### src/rtl/alu_pkg.sv
// Shared definitions for the arbitrated ALU: op codes, datapath width and arbiter FSM states.
package alu_pkg;

    localparam int ALU_W = 32;

    localparam logic [2:0] ALU_ADD = 3'b000;
    localparam logic [2:0] ALU_SUB = 3'b001;
    localparam logic [2:0] ALU_AND = 3'b010;
    localparam logic [2:0] ALU_OR  = 3'b011;

    typedef enum logic [1:0] {
        ST_IDLE,
        ST_EXEC,
        ST_RESP
    } arb_state_e;

endpackage

### src/rtl/alu.sv
// Combinational 32-bit ALU: add, sub, and, or; any op with bit 2 set yields zero.
module alu
    import alu_pkg::*;
(
    input  logic [ALU_W-1:0] a_i,
    input  logic [ALU_W-1:0] b_i,
    input  logic [2:0]       op_i,
    output logic [ALU_W-1:0] result_o,
    output logic             zero_o
);

    always_comb begin
        result_o = '0;
        case (op_i)
            ALU_ADD: result_o = a_i + b_i;
            ALU_SUB: result_o = a_i - b_i;
            ALU_AND: result_o = a_i & b_i;
            ALU_OR:  result_o = a_i | b_i;
            default: result_o = '0;
        endcase
    end

    assign zero_o = (result_o == '0);

endmodule

### src/rtl/rr_pick.sv
// Round-robin pick: first set bit of req_valid_i searching upward from rr_ptr_i with wrap.
module rr_pick #(
    parameter  int NUM_REQ = 4,
    localparam int ID_W    = $clog2(NUM_REQ)
) (
    input  logic [NUM_REQ-1:0] req_valid_i,
    input  logic [ID_W-1:0]    rr_ptr_i,
    output logic               grant_valid_o,
    output logic [ID_W-1:0]    grant_idx_o
);

    int idx;

    // Walk the search order backwards so the nearest candidate is the last one written.
    always_comb begin
        grant_valid_o = 1'b0;
        grant_idx_o   = '0;
        idx           = 0;
        for (int k = NUM_REQ - 1; k >= 0; k--) begin
            idx = int'(rr_ptr_i) + k;
            if (idx >= NUM_REQ) idx = idx - NUM_REQ;
            if (req_valid_i[idx]) begin
                grant_valid_o = 1'b1;
                grant_idx_o   = ID_W'(idx);
            end
        end
    end

endmodule

### src/rtl/alu_arbiter.sv
// Round-robin arbiter sharing one ALU among NUM_REQ requesters (IDLE -> EXEC -> RESP).
// Define ALU_ARB_TIMEOUT_EN to drop responses left unaccepted for RSP_TIMEOUT RESP cycles.
module alu_arbiter
    import alu_pkg::*;
#(
    parameter  int NUM_REQ     = 4,
    parameter  int RSP_TIMEOUT = 16,
    localparam int ID_W        = $clog2(NUM_REQ)
) (
    input  logic                     clk,
    input  logic                     rst_n,
    input  logic [NUM_REQ-1:0]       req_valid,
    output logic [NUM_REQ-1:0]       req_ready,
    input  logic [NUM_REQ*ALU_W-1:0] req_a,
    input  logic [NUM_REQ*ALU_W-1:0] req_b,
    input  logic [NUM_REQ*3-1:0]     req_op,
    output logic [NUM_REQ-1:0]       rsp_valid,
    input  logic [NUM_REQ-1:0]       rsp_ready,
    output logic [ALU_W-1:0]         rsp_result,
    output logic                     rsp_zero,
    output logic [ID_W-1:0]          rsp_id,
    output logic                     rsp_drop
);

    localparam logic [NUM_REQ-1:0] ONE_HOT0 = NUM_REQ'(1);

    arb_state_e         state_q;
    logic [ID_W-1:0]    rr_ptr_q;
    logic [ID_W-1:0]    rsp_id_q;
    logic [ALU_W-1:0]   op_a_q;
    logic [ALU_W-1:0]   op_b_q;
    logic [2:0]         op_q;
    logic [ALU_W-1:0]   result_q;
    logic               zero_q;
    logic [NUM_REQ-1:0] rsp_valid_q;

    logic               grant_valid;
    logic [ID_W-1:0]    grant_idx;
    logic [ID_W-1:0]    next_ptr_d;
    logic [ALU_W-1:0]   alu_result;
    logic               alu_zero;
    logic               rsp_accept;

    rr_pick #(.NUM_REQ(NUM_REQ)) u_pick (
        .req_valid_i   (req_valid),
        .rr_ptr_i      (rr_ptr_q),
        .grant_valid_o (grant_valid),
        .grant_idx_o   (grant_idx)
    );

    alu u_alu (
        .a_i      (op_a_q),
        .b_i      (op_b_q),
        .op_i     (op_q),
        .result_o (alu_result),
        .zero_o   (alu_zero)
    );

    // Valid/ready: a request transfers on the rising edge where req_valid[i] and
    // req_ready[i] are both high; a response transfers when rsp_valid[i] and rsp_ready[i] are.
    // Gating with rst_n keeps req_ready low while reset is held even if requests are pending.
    assign req_ready  = (state_q == ST_IDLE && grant_valid && rst_n) ? (ONE_HOT0 << grant_idx) : '0;
    assign next_ptr_d = (grant_idx == ID_W'(NUM_REQ - 1)) ? '0 : grant_idx + ID_W'(1);
    assign rsp_accept = rsp_ready[rsp_id_q];

    assign rsp_valid  = rsp_valid_q;
    assign rsp_result = result_q;
    assign rsp_zero   = zero_q;
    assign rsp_id     = rsp_id_q;

`ifdef ALU_ARB_TIMEOUT_EN
    localparam int CNT_W = $clog2(RSP_TIMEOUT + 1);
    logic [CNT_W-1:0] cnt_q;
    logic             rsp_drop_q;
    assign rsp_drop = rsp_drop_q;
`else
    logic unused_timeout;
    assign unused_timeout = (RSP_TIMEOUT > 0);
    assign rsp_drop       = 1'b0;
`endif

    always_ff @(posedge clk or negedge rst_n) begin
        if (!rst_n) begin
            state_q     <= ST_IDLE;
            rr_ptr_q    <= '0;
            rsp_id_q    <= '0;
            op_a_q      <= '0;
            op_b_q      <= '0;
            op_q        <= '0;
            result_q    <= '0;
            zero_q      <= 1'b0;
            rsp_valid_q <= '0;
`ifdef ALU_ARB_TIMEOUT_EN
            cnt_q       <= '0;
            rsp_drop_q  <= 1'b0;
`endif
        end else begin
`ifdef ALU_ARB_TIMEOUT_EN
            rsp_drop_q <= 1'b0;
`endif
            case (state_q)
                ST_IDLE: begin
                    if (grant_valid) begin
                        op_a_q   <= req_a[ALU_W*grant_idx +: ALU_W];
                        op_b_q   <= req_b[ALU_W*grant_idx +: ALU_W];
                        op_q     <= req_op[3*grant_idx +: 3];
                        rsp_id_q <= grant_idx;
                        rr_ptr_q <= next_ptr_d;
                        state_q  <= ST_EXEC;
                    end
                end
                ST_EXEC: begin
                    result_q    <= alu_result;
                    zero_q      <= alu_zero;
                    rsp_valid_q <= ONE_HOT0 << rsp_id_q;
`ifdef ALU_ARB_TIMEOUT_EN
                    cnt_q       <= '0;
`endif
                    state_q     <= ST_RESP;
                end
                ST_RESP: begin
                    // An accept on the timeout cycle takes priority over the drop.
                    if (rsp_accept) begin
                        rsp_valid_q <= '0;
                        state_q     <= ST_IDLE;
                    end
`ifdef ALU_ARB_TIMEOUT_EN
                    else if (cnt_q == CNT_W'(RSP_TIMEOUT - 1)) begin
                        rsp_valid_q <= '0;
                        rsp_drop_q  <= 1'b1;
                        state_q     <= ST_IDLE;
                    end else begin
                        cnt_q <= cnt_q + CNT_W'(1);
                    end
`endif
                end
                default: state_q <= ST_IDLE;
            endcase
        end
    end

endmodule

### config.mk
export PLATFORM = sky130hd
export DESIGN_NAME = alu_arbiter
export DESIGN_NICKNAME = d
export VERILOG_FILES = /design/src/rtl/alu_pkg.sv /design/src/rtl/alu.sv /design/src/rtl/rr_pick.sv /design/src/rtl/alu_arbiter.sv
export SDC_FILE = /design/constraint.sdc
export NUM_CORES = 1
export LEC_CHECK = 0
export ABC_AREA = 1
export CORE_UTILIZATION = 40
export DETAILED_ROUTE_END_ITERATION = 10
export GPL_TIMING_DRIVEN = 0
export PLACE_DENSITY = 0.73
export SLEW_MARGIN = 20
export SYNTH_ARGS = -nofsm -noshare
export SYNTH_HDL_FRONTEND = slang
export SYNTH_SLANG_ARGS = --single-unit
export TNS_END_PERCENT = 20
### constraint.sdc
create_clock -name clk -period 10.5 [get_ports clk]
set_input_delay 1.575 -clock clk [delete_from_list [all_inputs] [get_ports clk]]
set_output_delay 1.575 -clock clk [all_outputs]
set_load 0.05 [all_outputs]
# Yosys cells after proc, flatten, opt, wreduce, memory -nomap -nowiden
# Index checks and enable logic that the tools add are counted.
# totals
ff_bits	110
inputBits	278
word_cells	87
# classes
addsub	10
multipliers	1
n_lt_le_gt_ge	9
n_eq_ne	8
n_shift	5
n_mux	34
n_bitwise	2
reduce_logical	9
# ops
cell	count
variable part select 128 x 8 -> 32 bit	2
< comparator 32 x 4 -> 1 bit, second input constant	4
two-way mux 32 bit	4
one-hot mux 32 bit (4 select lines)	1
>= comparator 32 x 4 -> 1 bit, second input constant	3
subtractor 32 x 4 -> 32 bit, second input constant	3
adder 32 bit	1
bitwise AND 32 bit	1
logical NOT 32 bit	1
OR 32 bit	1
subtractor 32 bit	1
two-way mux 2 bit	7
two-way mux 1 bit	13
variable part select 12 x 5 -> 3 bit	1
binary-select mux 1 bit (select 2 bit)	5
two-way mux 4 bit	2
one-hot mux 4 bit (2 select lines)	1
left shift 1 x 2 -> 4 bit, first input constant	2
adder 2 x 2 -> 3 bit, second input constant	2
equality test 3 x 2 -> 1 bit, second input constant	2
one-hot mux 2 bit (3 select lines)	1
AND reduction 2 bit	3
equality test 2 bit, second input constant	2
multiplier 2 x 2 -> 4 bit, first input constant	1
other kinds (12)	14

# Logic depth before layout (Yosys ltp)
# Gate-level depths: netlist of run 1.
# logic_depth
ltp_word	13
ltp_mapped	31

# Hierarchy
# Synthesis of run 1 repeated with hierarchy kept, for this count alone.
# unflattened
hier_cells	1788
hier_area_um2	10892.9
# modules_own_cells
mod	instances	cells_per_inst	area_each_um2
alu_arbiter	1	831	6242.2
alu	1	911	4438.0
rr_pick	1	46	212.7

# Least setup slack after synthesis of run 1
# OpenSTA, ideal clock, no wires.
# synth_timing
kind	in2out
start	in req_valid[1]
end	out req_ready[3]
arrival_time_ps	3486
path_slack_ps	5439
cell_stages	13
n_path_buf	2
path_cell_list	inv_1 o21ai_0 nand2_1 o21ai_2 a21oi_2 nor2_1 nand2_1 nand2_4 buf_4 buf_2 ha_1 inv_1 nor2_1
# synth_lines
element	line	rtl
start: declaration	alu_arbiter.sv:12	input logic [NUM_REQ-1:0] req_valid,
binary-select mux 1 bit (select 2 bit)	rr_pick.sv:22	if (req_valid_i[idx]) begin
two-way mux 1 bit (not written as such) (2 in series)	rr_pick.sv:22	
two-way mux 2 bit (3 in series)	rr_pick.sv:22	
two-way mux 2 bit *	rr_pick.sv:22	
via grant_idx[0]	alu_arbiter.sv:38	logic [ID_W-1:0] grant_idx;
left shift 1 x 2 -> 4 bit *	alu_arbiter.sv:62	assign req_ready = (state_q == ST_IDLE && grant_valid && rst_n) ? (ONE_HOT0 << grant_idx) : '0;
two-way mux 4 bit *	alu_arbiter.sv:62	
end: declaration	alu_arbiter.sv:13	output logic [NUM_REQ-1:0] req_ready,
# The timed path passes the listed nets; every way through them passes the cells marked *. The select of a mux whose other input is x is not followed.

# Worst setup path after layout of run 1
# Same ends and word-level chain as after synthesis.

==> summary.md, run 1 <==
| Metric | Value |
|---|---|
| HPWL after DPL | `approximately 39 mm` |
| Met3 wire len | `3.08 mm` |
| Setup_tns | `0 ns` |
| RSZ-0062 raised after global routing | `false` |
| Layout cells sized above 1 | `3.70%` |
| Status | `completed` |
| Hold buffers post-CTS | `0` |
| Post-synth EDFFs | `0` |
| Most frequent cells in the layout | `nand2_1 (370), nor2_1 (339), clkdlybuf4s50_1 (319), inv_1 (217), o21ai_0 (126)` |
| R2r startpoint | `op_b_q[0]$_DFFE_PN0P_` |
| Cells after Synth | `between 1,500 and 2,000` |
| Die ar. | `~0.026 mm²` |
| Pins Over Slew Limit | `0` |
| Dpl ws | `between 4 and 5 ns` |
| WP data required | `8.93 ns` |
| CTS Root Cell | `clkbuf_16` |
| First-pass GRT wire length | `roughly 70 mm` |
| Die W | `approximately 160 µm` |
| Min Tclk post-route | `a little over 6 ns` |
| Worst Path Max Fanout | `11` |
| Min-Delay Startpoint | `rsp_result[13]$_DFFE_PN0P_` |
| Ys flop type | `dfrtp_1` |
| Max Clock Freq | `~0.16 GHz` |
| Initial core utilization | `41.2%` |
| Overflow after GRT | `0` |
| Placer Congestion | `just under 1` |
| Max H-tree Level | `3` |
| Vias in the first global route | `roughly 12,000` |
| Starting DRC count in detailed routing | `around 1,100` |
| Die Y-Extent | `between 150 and 200 µm` |
| Netlist cell types | `43` |
| Avg Inst Size Synth | `between 6 and 7 µm²` |
| TritonCTS clock tree | `yes` |
| Critical path type | `primary input to output pin` |
| Fin crit share | `approximately three fifths` |
| Multi-input logic area | `0.00621 mm²` |
| Top routing layer in use | `met5` |
| Max-Cap Viols | `0` |
| Total number of yosys warnings | `0` |
| Total GRT Usage | `about 36%` |
| Clock latency at the later pin of the worst-skew pair | `0.37 ns` |
| Setup WS post-layout | `4.30 ns` |
| Final Hold Slack | `roughly 0.5 ns` |
| Drt pass-1 iters | `5` |
| Clock sink count | `between 100 and 150` |
| Final core occ | `a little under three fifths` |
| Slew HR | `between 30% and 40%` |
| DRC violations left | `0` |
| FF+latch count, synth | `110` |
| Post-CTS resize count | `0` |
| Clock skew | `~0.011 ns` |
| PortBufs | `320` |
| Worst Setup SP | `req_valid[1]` |
| Wl on met1 | `19.5 mm` |
| Pin count of the biggest net entering global routing | `75` |
| Asr flop ratio synth | `100%` |
| Post-route ant nets | `0` |
| Final setup viols | `0` |
| Net count, final | `around 2,300` |
| Most common cell after layout, fill and taps aside | `nand2_1` |
| Synth Cell Area | `roughly 0.010 mm²` |
| Setup repair bufs after CTS | `0` |
| Fill cells | `2,540` |
| Via count | `between 10,000 and 15,000` |
| Area Growth Syn to Fin | `38.9%` |
| CORE AREA | `0.0246 mm²` |
| Startpoint Class | `primary input` |
| # rows | `57` |
| Hold Violations, Final | `0` |
| Clock buffer depth | `2` |
| # IOs | `322` |
| Drt via density | `between 5 and 6` |
| WP data arrival | `between 4 and 5 ns` |
| DR WL/cell | `around 20 µm` |
| Drt total wl | `46.4 mm` |
| Clock buffer count from CTS | `9` |
| DR WL met2 | `between 20 and 25 mm` |
| Hold Crit Class | `flip-flop to flip-flop` |
| Net Count, Synth | `between 1,500 and 2,000` |
| Register area | `between 0.002 and 0.003 mm²` |
| Slew of the pin with the lowest slew margin | `roughly 0.9 ns` |
| Clk slew on worst S/H paths | `approximately 0.080 ns` |
| Worst Setup End Kind | `output pin` |
| Antenna violations before repair | `5` |
| Post-synthesis sequential area ratio | `between 20% and 30%` |
-- cell type report --
type	count	area share, %
multi-input combinational	1261	44.1
clock inverter	4	0.266
timing repair buffer	321	22.9
clock buffer	12	1.89
antenna	3	0.0533
inverter	221	5.90
tap	324	2.88
buffer	72	2.50
sequential	110	19.5
-- state kept, by name, summed over array words and instances, names as in the netlist --
name / cells
state_q: 2
rsp_valid: 4
op_b_q: 32
op_a_q: 32
op_q: 3
rsp_id: 2
rr_ptr_q: 2
rsp_zero: 1
rsp_result: 32
-- per-stage QoR --
step / area, µm² / cells
final: 14100 / 2328
after detailed placement: 13800 / 2309
after floorplan: 10100 / 1664
after CTS: 14100 / 2325
after global placement: 13800 / 2308
after global routing: 14100 / 2327
-- final timing paths --
kind	slack [ns]	endpoint	depth (start not counted)
hold / removal	0.49	rsp_result[13]$_DFFE_PN0P_	2
min in group asynchronous	1.09	op_b_q[3]$_DFFE_PN0P_	1
max in group asynchronous	8.67	rsp_valid[0]$_DFFE_PN0P_	2
setup reg to reg	5.95	rsp_zero$_DFFE_PN0P_	27
hold reg to reg	0.49	rsp_result[13]$_DFFE_PN0P_	2
setup / recovery	4.30	req_ready[3]	15
-- cells in the mapped netlist (3+ instances only) --
master | number | area (µm²)
a21oi_1 | 68 | 340
a31oi_1 | 69 | 432
and2_1 | 3 | 18.8
buf_1 | 4 | 15.0
buf_2 | 26 | 130
buf_4 | 9 | 67.6
clkbuf_1 | 30 | 113
dfrtp_1 | 110 | 2750
ha_1 | 38 | 475
inv_1 | 217 | 815
inv_2 | 3 | 11.3
maj3_1 | 8 | 80.1
nand2_1 | 370 | 1390
nand3_1 | 78 | 390
nand3b_1 | 10 | 75.1
nand4_1 | 8 | 50.1
nor2_1 | 339 | 1270
nor3_1 | 10 | 50.1
o21ai_0 | 126 | 631
o21ai_1 | 39 | 195
o21ai_2 | 5 | 43.8
o221ai_1 | 33 | 289
o31ai_1 | 4 | 30.0
xnor2_1 | 7 | 61.3
xor2_1 | 23 | 201
-- critical path: stages --
cell	delay, ns
clkdlybuf4s50_1	0.45
inv_1	0.05
o21ai_0	0.22
nand2_1	0.12
o21ai_2	0.10
a21oi_2	0.06
nor2_1	0.09
nand2_1	0.09
nand2_4	0.16
buf_4	0.21
buf_2	0.31
ha_1	0.20
inv_1	0.06
nor2_1	0.10
clkdlybuf4s50_1	0.82
-- kinds of logic (layout without fill, tap and decap cells) --
kind of cell	Yosys count	in the layout	synth area share, %
AO/OA/AOI/OAI	356	356	20.2
XOR/XNOR	30	30	2.59
adder cells (fa/ha/maj)	47	47	5.67
buffers and inverters	293	630	11.7
flip-flops	110	110	27.1
other	1	4	0.0370
AND/OR/NAND/NOR	827	827	32.7
-- layer usage --
metal  track usage, %  vias up
li1                 -     6068
met1             46.1     5657
met2             60.7      522
met3             4.16       86
met4             15.0        2
met5                0        -
Power of run 1 is not shown: default switching activity piles up to over one toggle a cycle in this logic, so the estimate is an artifact.
==> run 2: changes to the inputs <==
--- a/config.mk
+++ b/config.mk
@@ -9,7 +9,7 @@
 export CORE_UTILIZATION = 40
 export DETAILED_ROUTE_END_ITERATION = 10
 export GPL_TIMING_DRIVEN = 0
-export PLACE_DENSITY = 0.73
+export PLACE_DENSITY = 0.75
 export SLEW_MARGIN = 20
 export SYNTH_ARGS = -nofsm -noshare
 export SYNTH_HDL_FRONTEND = slang
==> constraint.sdc (replaced) <==
create_clock -name clk -period 5.37 [get_ports clk]
set_input_delay 0.8055 -clock clk [delete_from_list [all_inputs] [get_ports clk]]
set_output_delay 0.8055 -clock clk [all_outputs]
set_load 0.05 [all_outputs]
==> run 2 against run 1 <==
Against the previous run:
- cell count is the same
- setup slack lost 3.6 ns
- utilization grew 0.10 points
- critical path type unchanged
- register-to-register slack lost 5.0 ns
- non-clock buffer count is the same
- count of clock-buffer cells in the layout shrank 2
- flip-flop and latch count is the same
- clock skew is essentially flat
- routed wire length grew 1.4%
- via count grew 1.5%
- die area is the same
- global-route usage grew 0.75 points
==> summary.md, run 2 (synthesis gave the netlist of run 1 again) <==
| Metric | Value |
|---|---|
| Status | `completed` |
| # rows | `57 (unchanged)` |
| Min Tclk post-route | `roughly 4.7 ns` |
| Vias in the first global route | `12,321 (+4.5%)` |
| Clk slew on worst S/H paths | `0.09 ns (about the same)` |
| Die Y-Extent | `161 µm (unchanged)` |
| Layout cells sized above 1 | `3.65% (-0.050 points)` |
| Hold buffers post-CTS | `0 (unchanged)` |
| Clock skew | `0.0110 ns (+0.0000134 ns)` |
| Starting DRC count in detailed routing | `1,055 (-5.0%)` |
| CORE AREA | `0.0246 mm² (unchanged)` |
| Startpoint Class | `primary input` |
| Die W | `161 µm (unchanged)` |
| HPWL after DPL | `39.9 mm (+1.6%)` |
| Clock buffer count from CTS | `9 (unchanged)` |
| Clock buffer depth | `2 (unchanged)` |
| Post-CTS resize count | `0 (unchanged)` |
| Pins Over Slew Limit | `0 (unchanged)` |
| Total GRT Usage | `36.6% (+0.75 points)` |
| CTS Root Cell | `clkbuf_16` |
| Hold Crit Class | `primary input to asynchronous set/reset pin` |
| Final setup viols | `0 (unchanged)` |
| Post-route ant nets | `0 (unchanged)` |
| Most common cell after layout, fill and taps aside | `nand2_1` |
| First-pass GRT wire length | `71.5 mm (+2.7%)` |
| Clock sink count | `110 (unchanged)` |
| Critical path type | `primary input to output pin` |
| # IOs | `322 (unchanged)` |
| Max Clock Freq | `around 0.21 GHz` |
| Worst Setup End Kind | `output pin` |
| Clock latency at the later pin of the worst-skew pair | `0.37 ns (about the same)` |
| Via count | `12,526 (+1.5%)` |
| Hold Violations, Final | `0 (unchanged)` |
| WP data required | `4.56 ns (-4.37 ns)` |
| TritonCTS clock tree | `yes` |
| Area Growth Syn to Fin | `39.2%` |
| RSZ-0062 raised after global routing | `false` |
| DRC violations left | `0 (unchanged)` |
| Worst Path Max Fanout | `11 (unchanged)` |
| Drt pass-1 iters | `5 (unchanged)` |
| DR WL/cell | `20.2 µm (+1.4%)` |
| Drt total wl | `47.0 mm (+1.4%)` |
| Most frequent cells in the layout | `nand2_1 (370), nor2_1 (339), clkdlybuf4s50_1 (319), inv_1 (217), o21ai_0 (126)` |
| Fin crit share | `between 80% and 90%` |
| Net count, final | `2,313 (unchanged)` |
| Overflow after GRT | `0 (unchanged)` |
| Max H-tree Level | `3 (unchanged)` |
| Fill cells | `2,497 (-1.7%)` |
| Max-Cap Viols | `0 (unchanged)` |
| Die ar. | `0.0260 mm² (unchanged)` |
| Setup repair bufs after CTS | `0 (unchanged)` |
| Pin count of the biggest net entering global routing | `78 (+4.0%)` |
| Initial core utilization | `41.2% (unchanged)` |
| WP data arrival | `3.86 ns (-0.76 ns)` |
| Antenna violations before repair | `4 (-1)` |
| Slew of the pin with the lowest slew margin | `0.935 ns (+0.0356 ns)` |
| Slew HR | `37.0% (-2.4 points)` |
| Final core occ | `57.4% (+0.10 points)` |
| PortBufs | `320 (unchanged)` |
| Drt via density | `5.38 (+1.5%)` |
| Placer Congestion | `0.981 (-0.32%)` |
-- run 2: worst paths after layout --
path,startpoint,slack [ns],end,cells past startpoint
hold reg to reg,rsp_result[18]$_DFFE_PN0P_,0.49,rsp_result[18]$_DFFE_PN0P_,2
setup / recovery,req_valid[1],0.71,req_ready[3],15
hold / removal,rst_n,0.31,op_b_q[6]$_DFFE_PN0P_,1
min in group clk,rsp_result[18]$_DFFE_PN0P_,0.49,rsp_result[18]$_DFFE_PN0P_,2
setup reg to reg,op_q[1]$_DFFE_PN0P_,0.93,rsp_zero$_DFFE_PN0P_,21
max in group asynchronous,rst_n,4.35,rsp_result[1]$_DFFE_PN0P_,2
-- run 2: layout make-up --
class | count | area [µm²] | share of cell area (%)
flip-flops and latches | 110 | 2750 | 19.5
clock buffers | 10 | 229 | 1.62
multi-input cells | 1261 | 6210 | 44.0
plain buffers | 72 | 353 | 2.50
well taps | 324 | 405 | 2.87
repair buffers | 321 | 3230 | 22.9
inverters | 221 | 832 | 5.89
diodes | 3 | 7.51 | 0.0532
clock inverters | 6 | 100 | 0.709
-- run 2: worst max-delay path: stages --
cell and delay, ns:
clkdlybuf4s50_1 0.45, inv_1 0.05, o21ai_0 0.21, nand2_1 0.12, o21ai_2 0.11, a21oi_2 0.06, nor2_1 0.09, nand2_1 0.09
nand2_4 0.17, buf_4 0.21, buf_2 0.30, ha_1 0.19, inv_1 0.06, nor2_1 0.09, clkdlybuf4s50_1 0.82
-- run 2: through the flow --
step	instance area [µm²]	instances	hold slack [ns]	TNS, ns	setup WS (ns)
after detailed placement	13800	2309	0.471	0	0.747
final	14100	2328	0.305	0	0.709
after CTS	14100	2325	0.320	0	0.746
after global placement	13800	2308	0.465	-103.18	-2.13
after global routing	14100	2328	0.332	0	0.442
after floorplan	10100	1664	0.482	0	1.85
-- run 2: per-layer routing --
metal	share of wire (%)	wire length, µm	vias to the layer above	track usage (%)
met5	0	0	-	0
met4	5.0	2370	0	18.5
met3	6.4	3000	110	5.24
met2	47	21900	543	61.3
met1	42	19800	5793	45.8
li1	-	-	6080	-
Power of run 2 is left out for the same reason.
